===== src/rtl/writeback_23rv.sv =====
// writeback_23rv: in-order writeback queue between the execute/memory stage
// and the register file. Write data is formed when an entry is pushed:
// ALU result, load extraction, or link address. The queue head drives the
// regfile write port directly, and the head retires whenever the port is free.
module writeback_23rv #(
  parameter int DATA_WIDTH       = 32,
  parameter int ADDRESS_BITWIDTH = 5,
  parameter int DEPTH            = 2
) (
  input  logic                        clk,
  input  logic                        reset,
  input  logic                        in_valid,
  output logic                        in_ready,
  input  logic [ADDRESS_BITWIDTH-1:0] in_rd,
  input  logic [1:0]                  in_sel,
  input  logic [DATA_WIDTH-1:0]       in_alu,
  input  logic [DATA_WIDTH-1:0]       in_pc,
  input  logic [DATA_WIDTH-1:0]       in_mem,
  input  logic [2:0]                  in_funct3,
  input  logic [1:0]                  in_addr_lo,
  input  logic                        wb_stall,
  output logic [ADDRESS_BITWIDTH-1:0] rd,
  output logic [DATA_WIDTH-1:0]       wd,
  output logic                        we,
  output logic                        load_err,
  output logic [15:0]                 retire_count
);

  localparam int PTR_W = (DEPTH > 1) ? $clog2(DEPTH) : 1;
  localparam logic [PTR_W:0] FULL_COUNT = (PTR_W+1)'(DEPTH);

  typedef enum logic [1:0] {
    SEL_ALU  = 2'd0,
    SEL_LOAD = 2'd1,
    SEL_LINK = 2'd2,
    SEL_NONE = 2'd3
  } sel_e;

  localparam logic [2:0] F3_LB  = 3'b000;
  localparam logic [2:0] F3_LH  = 3'b001;
  localparam logic [2:0] F3_LW  = 3'b010;
  localparam logic [2:0] F3_LBU = 3'b100;
  localparam logic [2:0] F3_LHU = 3'b101;

  // Queue storage: one {rd, data, write_flag} tuple per slot
  logic [ADDRESS_BITWIDTH-1:0] rd_mem_r   [DEPTH];
  logic [DATA_WIDTH-1:0]       data_mem_r [DEPTH];
  logic                        flag_mem_r [DEPTH];

  logic [PTR_W-1:0] wr_ptr_r;
  logic [PTR_W-1:0] rd_ptr_r;
  logic [PTR_W:0]   count_r;
  logic             load_err_r;
  logic [15:0]      retire_count_r;

  logic                  empty_s;
  logic                  full_s;
  logic                  push_s;
  logic                  pop_s;
  logic [7:0]            byte_s;
  logic [15:0]           half_s;
  logic [DATA_WIDTH-1:0] load_data_s;
  logic                  load_bad_s;
  logic [DATA_WIDTH-1:0] push_data_s;
  logic                  push_flag_s;
  logic                  push_err_s;
  logic                  entry_flag_s;

  assign empty_s = (count_r == {(PTR_W+1){1'b0}});
  assign full_s  = (count_r == FULL_COUNT);
  assign push_s  = in_valid && !full_s;
  assign pop_s   = !empty_s && !wb_stall;

  // Select the addressed byte and halfword of the raw load word
  always_comb begin
    byte_s = 8'h00;
    half_s = 16'h0000;
    case (in_addr_lo)
      2'd0:    byte_s = in_mem[7:0];
      2'd1:    byte_s = in_mem[15:8];
      2'd2:    byte_s = in_mem[23:16];
      default: byte_s = in_mem[31:24];
    endcase
    if (in_addr_lo[1]) begin
      half_s = in_mem[31:16];
    end else begin
      half_s = in_mem[15:0];
    end
  end

  // Extend the load by funct3 and flag misaligned or unknown load types
  always_comb begin
    load_data_s = {DATA_WIDTH{1'b0}};
    load_bad_s  = 1'b0;
    case (in_funct3)
      F3_LB:  load_data_s = {{(DATA_WIDTH-8){byte_s[7]}}, byte_s};
      F3_LBU: load_data_s = {{(DATA_WIDTH-8){1'b0}}, byte_s};
      F3_LH: begin
        if (in_addr_lo[0]) begin
          load_bad_s = 1'b1;
        end else begin
          load_data_s = {{(DATA_WIDTH-16){half_s[15]}}, half_s};
        end
      end
      F3_LHU: begin
        if (in_addr_lo[0]) begin
          load_bad_s = 1'b1;
        end else begin
          load_data_s = {{(DATA_WIDTH-16){1'b0}}, half_s};
        end
      end
      F3_LW: begin
        if (in_addr_lo != 2'b00) begin
          load_bad_s = 1'b1;
        end else begin
          load_data_s = in_mem;
        end
      end
      default: load_bad_s = 1'b1;
    endcase
  end

  // Form the entry to be pushed; x0 is never written
  always_comb begin
    push_data_s = {DATA_WIDTH{1'b0}};
    push_flag_s = 1'b0;
    push_err_s  = 1'b0;
    case (in_sel)
      SEL_ALU: begin
        push_data_s = in_alu;
        push_flag_s = 1'b1;
      end
      SEL_LOAD: begin
        push_data_s = load_data_s;
        push_flag_s = !load_bad_s;
        push_err_s  = load_bad_s;
      end
      SEL_LINK: begin
        push_data_s = in_pc + DATA_WIDTH'(32'd4);
        push_flag_s = 1'b1;
      end
      default: begin
        push_flag_s = 1'b0;
      end
    endcase
    if (in_rd == {ADDRESS_BITWIDTH{1'b0}}) begin
      entry_flag_s = 1'b0;
    end else begin
      entry_flag_s = push_flag_s;
    end
  end

  // Queue storage, pointers and occupancy
  always_ff @(posedge clk or negedge reset) begin
    if (!reset) begin
      wr_ptr_r <= {PTR_W{1'b0}};
      rd_ptr_r <= {PTR_W{1'b0}};
      count_r  <= {(PTR_W+1){1'b0}};
      for (int i = 0; i < DEPTH; i++) begin
        rd_mem_r[i]   <= {ADDRESS_BITWIDTH{1'b0}};
        data_mem_r[i] <= {DATA_WIDTH{1'b0}};
        flag_mem_r[i] <= 1'b0;
      end
    end else begin
      if (push_s) begin
        rd_mem_r[wr_ptr_r]   <= in_rd;
        data_mem_r[wr_ptr_r] <= push_data_s;
        flag_mem_r[wr_ptr_r] <= entry_flag_s;
        wr_ptr_r             <= wr_ptr_r + PTR_W'(1'b1);
      end
      if (pop_s) begin
        rd_ptr_r <= rd_ptr_r + PTR_W'(1'b1);
      end
      case ({push_s, pop_s})
        2'b10:   count_r <= count_r + (PTR_W+1)'(1'b1);
        2'b01:   count_r <= count_r - (PTR_W+1)'(1'b1);
        default: count_r <= count_r;
      endcase
    end
  end

  // One-cycle load error pulse following the push of a bad load
  always_ff @(posedge clk or negedge reset) begin
    if (!reset) begin
      load_err_r <= 1'b0;
    end else begin
      load_err_r <= push_s && push_err_s;
    end
  end

  // Count retired entries, wrapping at 16 bits
  always_ff @(posedge clk or negedge reset) begin
    if (!reset) begin
      retire_count_r <= 16'h0000;
    end else if (pop_s) begin
      retire_count_r <= retire_count_r + 16'd1;
    end else begin
      retire_count_r <= retire_count_r;
    end
  end

  // Regfile write port driven from the queue head, zero when empty
  always_comb begin
    if (empty_s) begin
      rd = {ADDRESS_BITWIDTH{1'b0}};
      wd = {DATA_WIDTH{1'b0}};
      we = 1'b0;
    end else begin
      rd = rd_mem_r[rd_ptr_r];
      wd = data_mem_r[rd_ptr_r];
      we = !wb_stall && flag_mem_r[rd_ptr_r];
    end
  end

  assign in_ready     = !full_s;
  assign load_err     = load_err_r;
  assign retire_count = retire_count_r;

endmodule


===== config.mk =====
export PLATFORM = sky130hd
export DESIGN_NAME = writeback_23rv
export DESIGN_NICKNAME = d
export VERILOG_FILES = /design/src/rtl/writeback_23rv.sv
export SDC_FILE = /design/constraint.sdc
export NUM_CORES = 1
export LEC_CHECK = 0
export BUFFER_PORTS_ARGS = -buffer_cell sky130_fd_sc_hd__buf_2
export CAP_MARGIN = 10
export CORE_UTILIZATION = 45
export DETAILED_ROUTE_END_ITERATION = 12
export GPL_ROUTABILITY_DRIVEN = 1
export GPL_TIMING_DRIVEN = 0
export MAX_ROUTING_LAYER = met4
export PLACE_DENSITY_LB_ADDON = 0.12
export SYNTH_ARGS = -nofsm -noshare
export SYNTH_HDL_FRONTEND = slang
export SYNTH_SLANG_ARGS = --single-unit
export TNS_END_PERCENT = 100

===== constraint.sdc =====
create_clock -name clk -period 2.05 [get_ports clk]
set_input_delay 0.41 -clock clk [delete_from_list [all_inputs] [get_ports clk]]
set_output_delay 0.41 -clock clk [all_outputs]
set_load 0.01 [all_outputs]

==> impl_metrics.env, run 1 <==
export IMPL_run_status="finished clean"
export IMPL_grt_max_degree=51
export IMPL_grt_remaining_overflow=0
export IMPL_synth_flop_cell="dfrtp_1"
export IMPL_synth_area_um2=6221
export IMPL_layout_drive_gt1_share_pct=29.93
export IMPL_total_power_mw=9.319
export IMPL_antenna_found_initial=1
export IMPL_async_flop_share_pct=100.0
export IMPL_cts_hold_buf=0
export IMPL_clk_latency_ns=0.35
export IMPL_synth_seq_cells=97
export IMPL_max_freq_ghz=0.4948
export IMPL_viasPerCell=5.995
export IMPL_cts_tree="yes"
export IMPL_critPathMaxFanout=10
export IMPL_synth_edf_count=0
export IMPL_root_buffer="clkbuf_16"
export IMPL_n_fill_cell=1255
export IMPL_syn_avg_cell_area_um2=8.812
export IMPL_path_class="in2reg"
export IMPL_io_pins=168
export IMPL_htreeDepth=3
export IMPL_syn_to_final_growth_pct=24.96
export IMPL_ant_nets=0
export IMPL_relSlewSlack_pct=56.56
export IMPL_hp_class="in2async"
export IMPL_drt_pass1_iter_count=6
export IMPL_synth_cell_type_count=64
export IMPL_io_buffers=162
export IMPL_fp_dieH_um=119.6
export IMPL_leakage_nw=3.602
export IMPL_rsz0062_at_grt="true"
export IMPL_powerDensity_nw_per_um2=1199
export IMPL_yosys_warnings=0
export IMPL_min_period_ns=2.021
export IMPL_setup_violations=0
export IMPL_fin_nets=993
export IMPL_dieArea_um2=14300
export IMPL_gp_routability_congestion=0.9600
export IMPL_clkTransAtPathRegs_ns=0.07
export IMPL_cts_buffer_depth=2
export IMPL_worst_endpoint_arrival_ns=2.27
export IMPL_hpwl_um=16310
export IMPL_synth_cells=706
export IMPL_core_area_um2=13350
export IMPL_vias=6349
export IMPL_track_usage_pct=30.49
export IMPL_numCtsBuffers=9
export IMPL_die_w_um=119.6
export IMPL_routed_wl_um=21100
export IMPL_cp_start_kind="primary input"
export IMPL_rows=42
export IMPL_initial_core_util_pct=46.61
export IMPL_end_kind="flip-flop"
export IMPL_finish_utilization_pct=58.24
export IMPL_slew_violations=0
export IMPL_cp_data_required_time_ns=2.30
export IMPL_syn_num_nets=821
export IMPL_grt_first_pass_wirelength_um=32360
export IMPL_hold_viol=0
export IMPL_wl_per_cell_um=19.92
export IMPL_max_vdd_ir_drop_mv=0.7268
export IMPL_drv_cap=0
export IMPL_clock_sinks=97
export IMPL_fin_skew_ns=0.008958
export IMPL_first_global_vias=5990
export IMPL_drc=0
export IMPL_worstMarginPinSlew_ns=0.6492
export IMPL_drt_iter0_markers=562
export IMPL_ys_seq_area_share_pct=39.02
export IMPL_finalCritPeriodShare_pct=98.58
## path summary, 6_finish.rpt
check	from	end	cells after the start	slack (ns)
max in group asynchronous	reset	data_mem_r[5]$_DFFE_PN0P_	2	1.30
min in group clk	in_rd[2]	rd_mem_r[7]$_DFFE_PN0P_	3	0.29
worst min register to register	rd_mem_r[8]$_DFFE_PN0P_	rd_mem_r[8]$_DFFE_PN0P_	2	0.48
worst min-delay path	reset	data_mem_r[59]$_DFFE_PN0P_	1	0.07
worst max register to register	count_r[0]$_DFFE_PN0P_	data_mem_r[30]$_DFFE_PN0P_	5	0.18
worst max-delay path	in_pc[6]	data_mem_r[40]$_DFFE_PN0P_	7	0.03
## cell usage in the layout (no fill, tap or decap), types with 4 or more instances in the layout
cell	netlist	routed
a21o_1	9	9
a21oi_1	23	22
a222oi_1	7	7
a311oi_1	4	4
a31oi_1	45	45
a32o_1	4	4
and2_1	5	5
and3_1	9	8
and4_1	4	4
buf_2	4	166
buf_6	4	6
clkbuf_1	32	17
clkbuf_16	0	9
clkbuf_2	0	9
dfrtp_1	97	97
inv_1	8	8
mux2_2	26	26
mux2i_1	47	46
nand2_1	65	65
nand2b_1	7	7
nand3_1	23	23
nand4_1	16	16
nor2_1	99	96
nor2b_1	8	8
nor3_1	9	8
nor4_1	9	4
nor4_2	0	5
o21ai_0	34	29
o22ai_1	10	10
o31a_1	4	4
o31ai_1	5	5
or4_1	6	5
xnor2_1	17	17
xor2_1	8	8
## per-layer routing
metal | up-vias | share of wire (%) | track usage (%)
met5 | - | 0 | -
met4 | 0 | 2.8 | 9.453
met3 | 30 | 7.0 | 4.753
met2 | 282 | 47 | 48.37
met1 | 3077 | 43 | 40.13
li1 | 2960 | - | -
## logic make-up (layout without fill, tap and decap cells)
logic type / Yosys count / in the layout / synth area share, %
and+or+nand+nor: 277 / 277 / 21.74
AOI/OAI and AO/OA: 175 / 175 / 18.83
DFF: 97 / 97 / 39.02
muxes: 73 / 73 / 12.27
buffers and inverters: 56 / 232 / 4.023
xor gates and xnor gates: 25 / 25 / 3.520
adders and majority gates: 3 / 3 / 0.6034
other: 0 / 1 / 0
## synthesized netlist by cell type, types with 4 or more instances
cell type | number | area (µm²)
a21o_1 | 9 | 67.56
or4_1 | 6 | 45.04
mux2_2 | 26 | 292.8
nand4_1 | 16 | 100.1
buf_6 | 4 | 45.04
inv_1 | 8 | 30.03
nor2_1 | 99 | 371.6
a311oi_1 | 4 | 35.03
nand2b_1 | 7 | 43.79
and4_1 | 4 | 35.03
dfrtp_1 | 97 | 2427
mux2i_1 | 47 | 470.5
a32o_1 | 4 | 40.04
nor2b_1 | 8 | 50.05
and2_1 | 5 | 31.28
o31ai_1 | 5 | 37.54
nand2_1 | 65 | 244.0
xnor2_1 | 17 | 148.9
o31a_1 | 4 | 35.03
nor4_1 | 9 | 56.30
o21ai_0 | 34 | 170.2
buf_1 | 7 | 26.28
a31oi_1 | 45 | 281.5
xor2_1 | 8 | 70.07
o22ai_1 | 10 | 62.56
a222oi_1 | 7 | 70.07
and3_1 | 9 | 56.30
nor3_1 | 9 | 45.04
buf_2 | 4 | 20.02
nand3_1 | 23 | 115.1
clkbuf_1 | 32 | 120.1
a21oi_1 | 23 | 115.1
## cell type report
class / count / area [µm²] / share of cell area [%]
antenna: 1 / 2.502 / 0.03219
buffer: 45 / 276.5 / 3.557
clock buffer: 10 / 229.0 / 2.945
clock inverter: 5 / 63.81 / 0.8209
inverter: 8 / 30.03 / 0.3863
multi-input combinational: 553 / 3664 / 47.13
sequential: 97 / 2427 / 31.22
tap: 176 / 220.2 / 2.833
timing repair buffer: 164 / 860.8 / 11.07
## sequential cells by signal, summed over array words and instances, names as in the netlist
register	count
rd_mem_r	10
load_err	1
retire_count	16
flag_mem_r	2
count_r	2
data_mem_r	64
rd_ptr_r	1
wr_ptr_r	1
## repair_timing
action | 4_1_cts | 5_1_grt
pin swaps | 0 | 1
gates resized for setup | 35 | 28
setup endpoints to repair | 97 | 71
buffers inserted | 1 | 0
cloned | 0 | 0
## power breakdown
part	switching (mW)	internal (mW)	total, mW
Combinational	2.43	1.96	4.39
Sequential	0.504	2.74	3.24
Clock	0.736	0.950	1.69
## worst max-delay path: stages
cell and delay (ns):
buf_2 0.13, nand3_1 0.24, clkbuf_1 0.46, o21ai_0 0.15
a311oi_1 0.51, a211oi_1 0.14, o21ai_0 0.23
## stage by stage
stage                     std cells  worst slack (ns)  setup TNS, ns  area [µm²]  hold WS (ns)
after global routing           1059          -0.01413       -0.03161        7774        0.1164
final                          1059           0.02904              0        7774       0.07215
after detailed placement       1045           -0.5652         -27.56        7300        0.4619
after CTS                      1060         0.0006899              0        7715       0.09443
after global placement         1044           -0.4902         -52.80        7269        0.4553
after floorplan                 706         -0.006321       -0.01264        6238        0.1144
No activity file was read; power rests on OpenSTA's default activity.
==> inputs of run 2 (changes only) <==
--- a/config.mk
+++ b/config.mk
@@ -5,9 +5,10 @@
 export SDC_FILE = /design/constraint.sdc
 export NUM_CORES = 1
 export LEC_CHECK = 0
+export ABC_AREA = 1
 export BUFFER_PORTS_ARGS = -buffer_cell sky130_fd_sc_hd__buf_2
 export CAP_MARGIN = 10
-export CORE_UTILIZATION = 45
+export CORE_UTILIZATION = 49
 export DETAILED_ROUTE_END_ITERATION = 12
 export GPL_ROUTABILITY_DRIVEN = 1
 export GPL_TIMING_DRIVEN = 0
==> run 2 against run 1 <==
Global-route usage increased by 2.4 points. Combinational power is 13% lower. Sequential share of layout area is 2.0 points lower. Critical path depth stayed put. Setup slack improved by 0.050 ns. Core utilization increased by 3.6 points. Total power fell by 9.0%. Routed wire length rose by 5.1%. Critical path type is now reg2out.
==> impl_metrics.env, run 2 <==
export IMPL_worst_endpoint_arrival_ns=1.56
export IMPL_r2r_end="count_r[1]$_DFFE_PN0P_"
export IMPL_numCtsBuffers=9
export IMPL_setup_violations=0
export IMPL_fin_nets=1358
export IMPL_max_vdd_ir_drop_mv=0.8123
export IMPL_rows=42
export IMPL_crit_chain="nor2_4, buf_4, nor2_4, buf_6, nand2_1, inv_1, buf_2"
export IMPL_synth_flop_cell="dfrtp_1"
export IMPL_ant_nets=0
export IMPL_path_class="reg2out"
export IMPL_slew_violations=0
export IMPL_cts_buffer_depth=2
export IMPL_run_status="finished clean"
export IMPL_ys_seq_area_share_pct=35.36
export IMPL_dieArea_um2=14490
export IMPL_yosysTopAreaCell="dfrtp_1"
export IMPL_synth_edf_count=0
export IMPL_clock_sinks=97
export IMPL_layout_commonest_cell="nand2_1"
export IMPL_drt_pass1_iter_count=5
export IMPL_cp_data_required_time_ns=1.64
export IMPL_min_period_ns=1.971
export IMPL_clkTransAtPathRegs_ns=0.07
export IMPL_viasPerCell=5.206
export IMPL_syn_avg_cell_area_um2=6.471
export IMPL_syn_num_nets=1176
export IMPL_slowest_delay_ns=0.45
export IMPL_crit_family="buffers and inverters"
export IMPL_wl_per_cell_um=15.55
export IMPL_drc=0
export IMPL_final_cell_mix="nand2_1, buf_2, dfrtp_1"
export IMPL_async_flop_share_pct=100.0
export IMPL_place_ws_ns=-0.01189
export IMPL_grt_first_pass_wirelength_um=35690
export IMPL_layout_drive_gt1_share_pct=24.28
export IMPL_reg2reg_depth=8
export IMPL_track_usage_pct=32.85
export IMPL_largest_register_ffs=64
export IMPL_fp_dieH_um=120.4
export IMPL_rsz0062_at_grt="false"
export IMPL_r2r_start="count_r[0]$_DFFE_PN0P_"
export IMPL_die_w_um=120.4
export IMPL_hold_viol=0
export IMPL_antenna_found_initial=1
export IMPL_cts_tree="yes"
export IMPL_critPathMaxFanout=10
export IMPL_top_register="data_mem_r"
export IMPL_synth_common_cells="nand2_1, dfrtp_1, nor2_1, a21oi_1, inv_1"
export IMPL_fin_skew_ns=0.005567
export IMPL_finalCritPeriodShare_pct=96.13
export IMPL_routed_wl_um=22170
export IMPL_synth_seq_cells=97
export IMPL_grt_max_degree=64
export IMPL_worst_path_buf_inv=4
export IMPL_powerDensity_nw_per_um2=1019
export IMPL_worstMarginPinSlew_ns=0.5768
export IMPL_ff2ff_setup_slack_ns=0.31
export IMPL_htreeDepth=3
export IMPL_slowest_stage="dfrtp_2"
export IMPL_initial_core_util_pct=51.03
export IMPL_drt_iter0_markers=579
export IMPL_hp_class="in2async"
export IMPL_dpl_cell_area_um2=7951
export IMPL_cp_start_kind="flip-flop"
export IMPL_synth_cell_type_count=38
export IMPL_hpwl_um=17420
export IMPL_clk_latency_ns=0.35
export IMPL_end_kind="primary output"
export IMPL_core_area_um2=13450
export IMPL_drv_cap=0
export IMPL_io_pins=168
export IMPL_first_global_vias=7060
export IMPL_synth_area_leaders="dfrtp_1, nand2_1, nor2_1"
export IMPL_root_buffer="clkbuf_16"
export IMPL_syn_to_final_growth_pct=21.20
export IMPL_yosys_warnings=0
export IMPL_io_buffers=167
export IMPL_gp_routability_congestion=0.9593
export IMPL_vias=7419
export IMPL_design_area_um2=8320
export IMPL_relSlewSlack_pct=61.29
export IMPL_leakage_nw=4.520
export IMPL_grt_remaining_overflow=0
export IMPL_fin_ws_ns=0.07943
export IMPL_synth_cells=1061
export IMPL_max_freq_ghz=0.5075
export IMPL_cp_common_cell="nor2_4"
export IMPL_yosysMostFrequentCell="nand2_1"
export IMPL_cts_hold_buf=0
export IMPL_finish_utilization_pct=61.85
export IMPL_synth_area_um2=6865
export IMPL_synth_top_area_share_pct=35.36
-- run 2: layout make-up --
| type | count | area (µm²) |
|---|---|---|
| well taps | 176 | 220.2 |
| clock buffers | 11 | 242.7 |
| inverters | 65 | 245.2 |
| multi-input cells | 855 | 3946 |
| clock inverters | 5 | 38.79 |
| diodes | 1 | 2.502 |
| flip-flops and latches | 97 | 2430 |
| plain buffers | 43 | 299.0 |
| repair buffers | 172 | 895.9 |
| fillers | 1358 | 5132 |
-- run 2: metrics by stage --
stage / power, mW / setup TNS [ns] / std cells / hold slack (ns)
after floorplan: 5.315 / 0 / 1061 / 0.1144
after global placement: 6.615 / -39.15 / 1404 / 0.4513
after detailed placement: 6.686 / -0.02480 / 1405 / 0.3885
after CTS: 8.408 / 0 / 1421 / 0.01729
after global routing: 9.117 / 0 / 1425 / 0.03285
final: 8.477 / 0 / 1425 / 0.002206
-- run 2: where the power goes --
group          switching [mW]  internal (mW)  total (mW)
logic                    2.36           1.44        3.80
clock network           0.733          0.862        1.60
registers               0.452           2.63        3.08
-- run 2: routing by layer --
| metal | wire, µm | vias to the layer above | GRT usage (%) | part of all wire [%] |
|---|---|---|---|---|
| met5 | 0 | - | - | 0 |
| met1 | 9885 | 3399 | 42.96 | 45 |
| met4 | 636 | 0 | 10.65 | 2.9 |
| li1 | - | 3714 | - | - |
| met2 | 10160 | 264 | 51.69 | 46 |
| met3 | 1481 | 42 | 5.896 | 6.7 |
-- run 2: timing repair --
action                                  4_1_cts  5_1_grt
gates resized for setup                      19       12
setup buffers                                 1        3
pin swaps                                     0        1
endpoints found under the setup margin       38       33
-- run 2: how the worst max path moves through the flow --
stage,start,endpoint,slack (ns),depth (start not counted)
floorplan,count_r[0]$_DFFE_PN0P_,count_r[1]$_DFFE_PN0P_,0.42,7
global placement,reset,data_mem_r[26]$_DFFE_PN0P_,-0.41,1
detailed placement,in_sel[1],data_mem_r[53]$_DFFE_PN0P_,-0.01,8
CTS,count_r[0]$_DFFE_PN0P_,wd[13],0.002,4
global route,count_r[0]$_DFFE_PN0P_,we,0.02,7
finish,count_r[0]$_DFFE_PN0P_,we,0.08,7
-- run 2: kinds of logic after synthesis --
family / count (synthesis) / synth area share, %
simple gates: 713 / 44.72
flops: 97 / 35.36
xor+xnor: 20 / 2.551
compound gates: 119 / 9.532
buf+inv: 109 / 7.290
fa+ha+maj: 3 / 0.5468
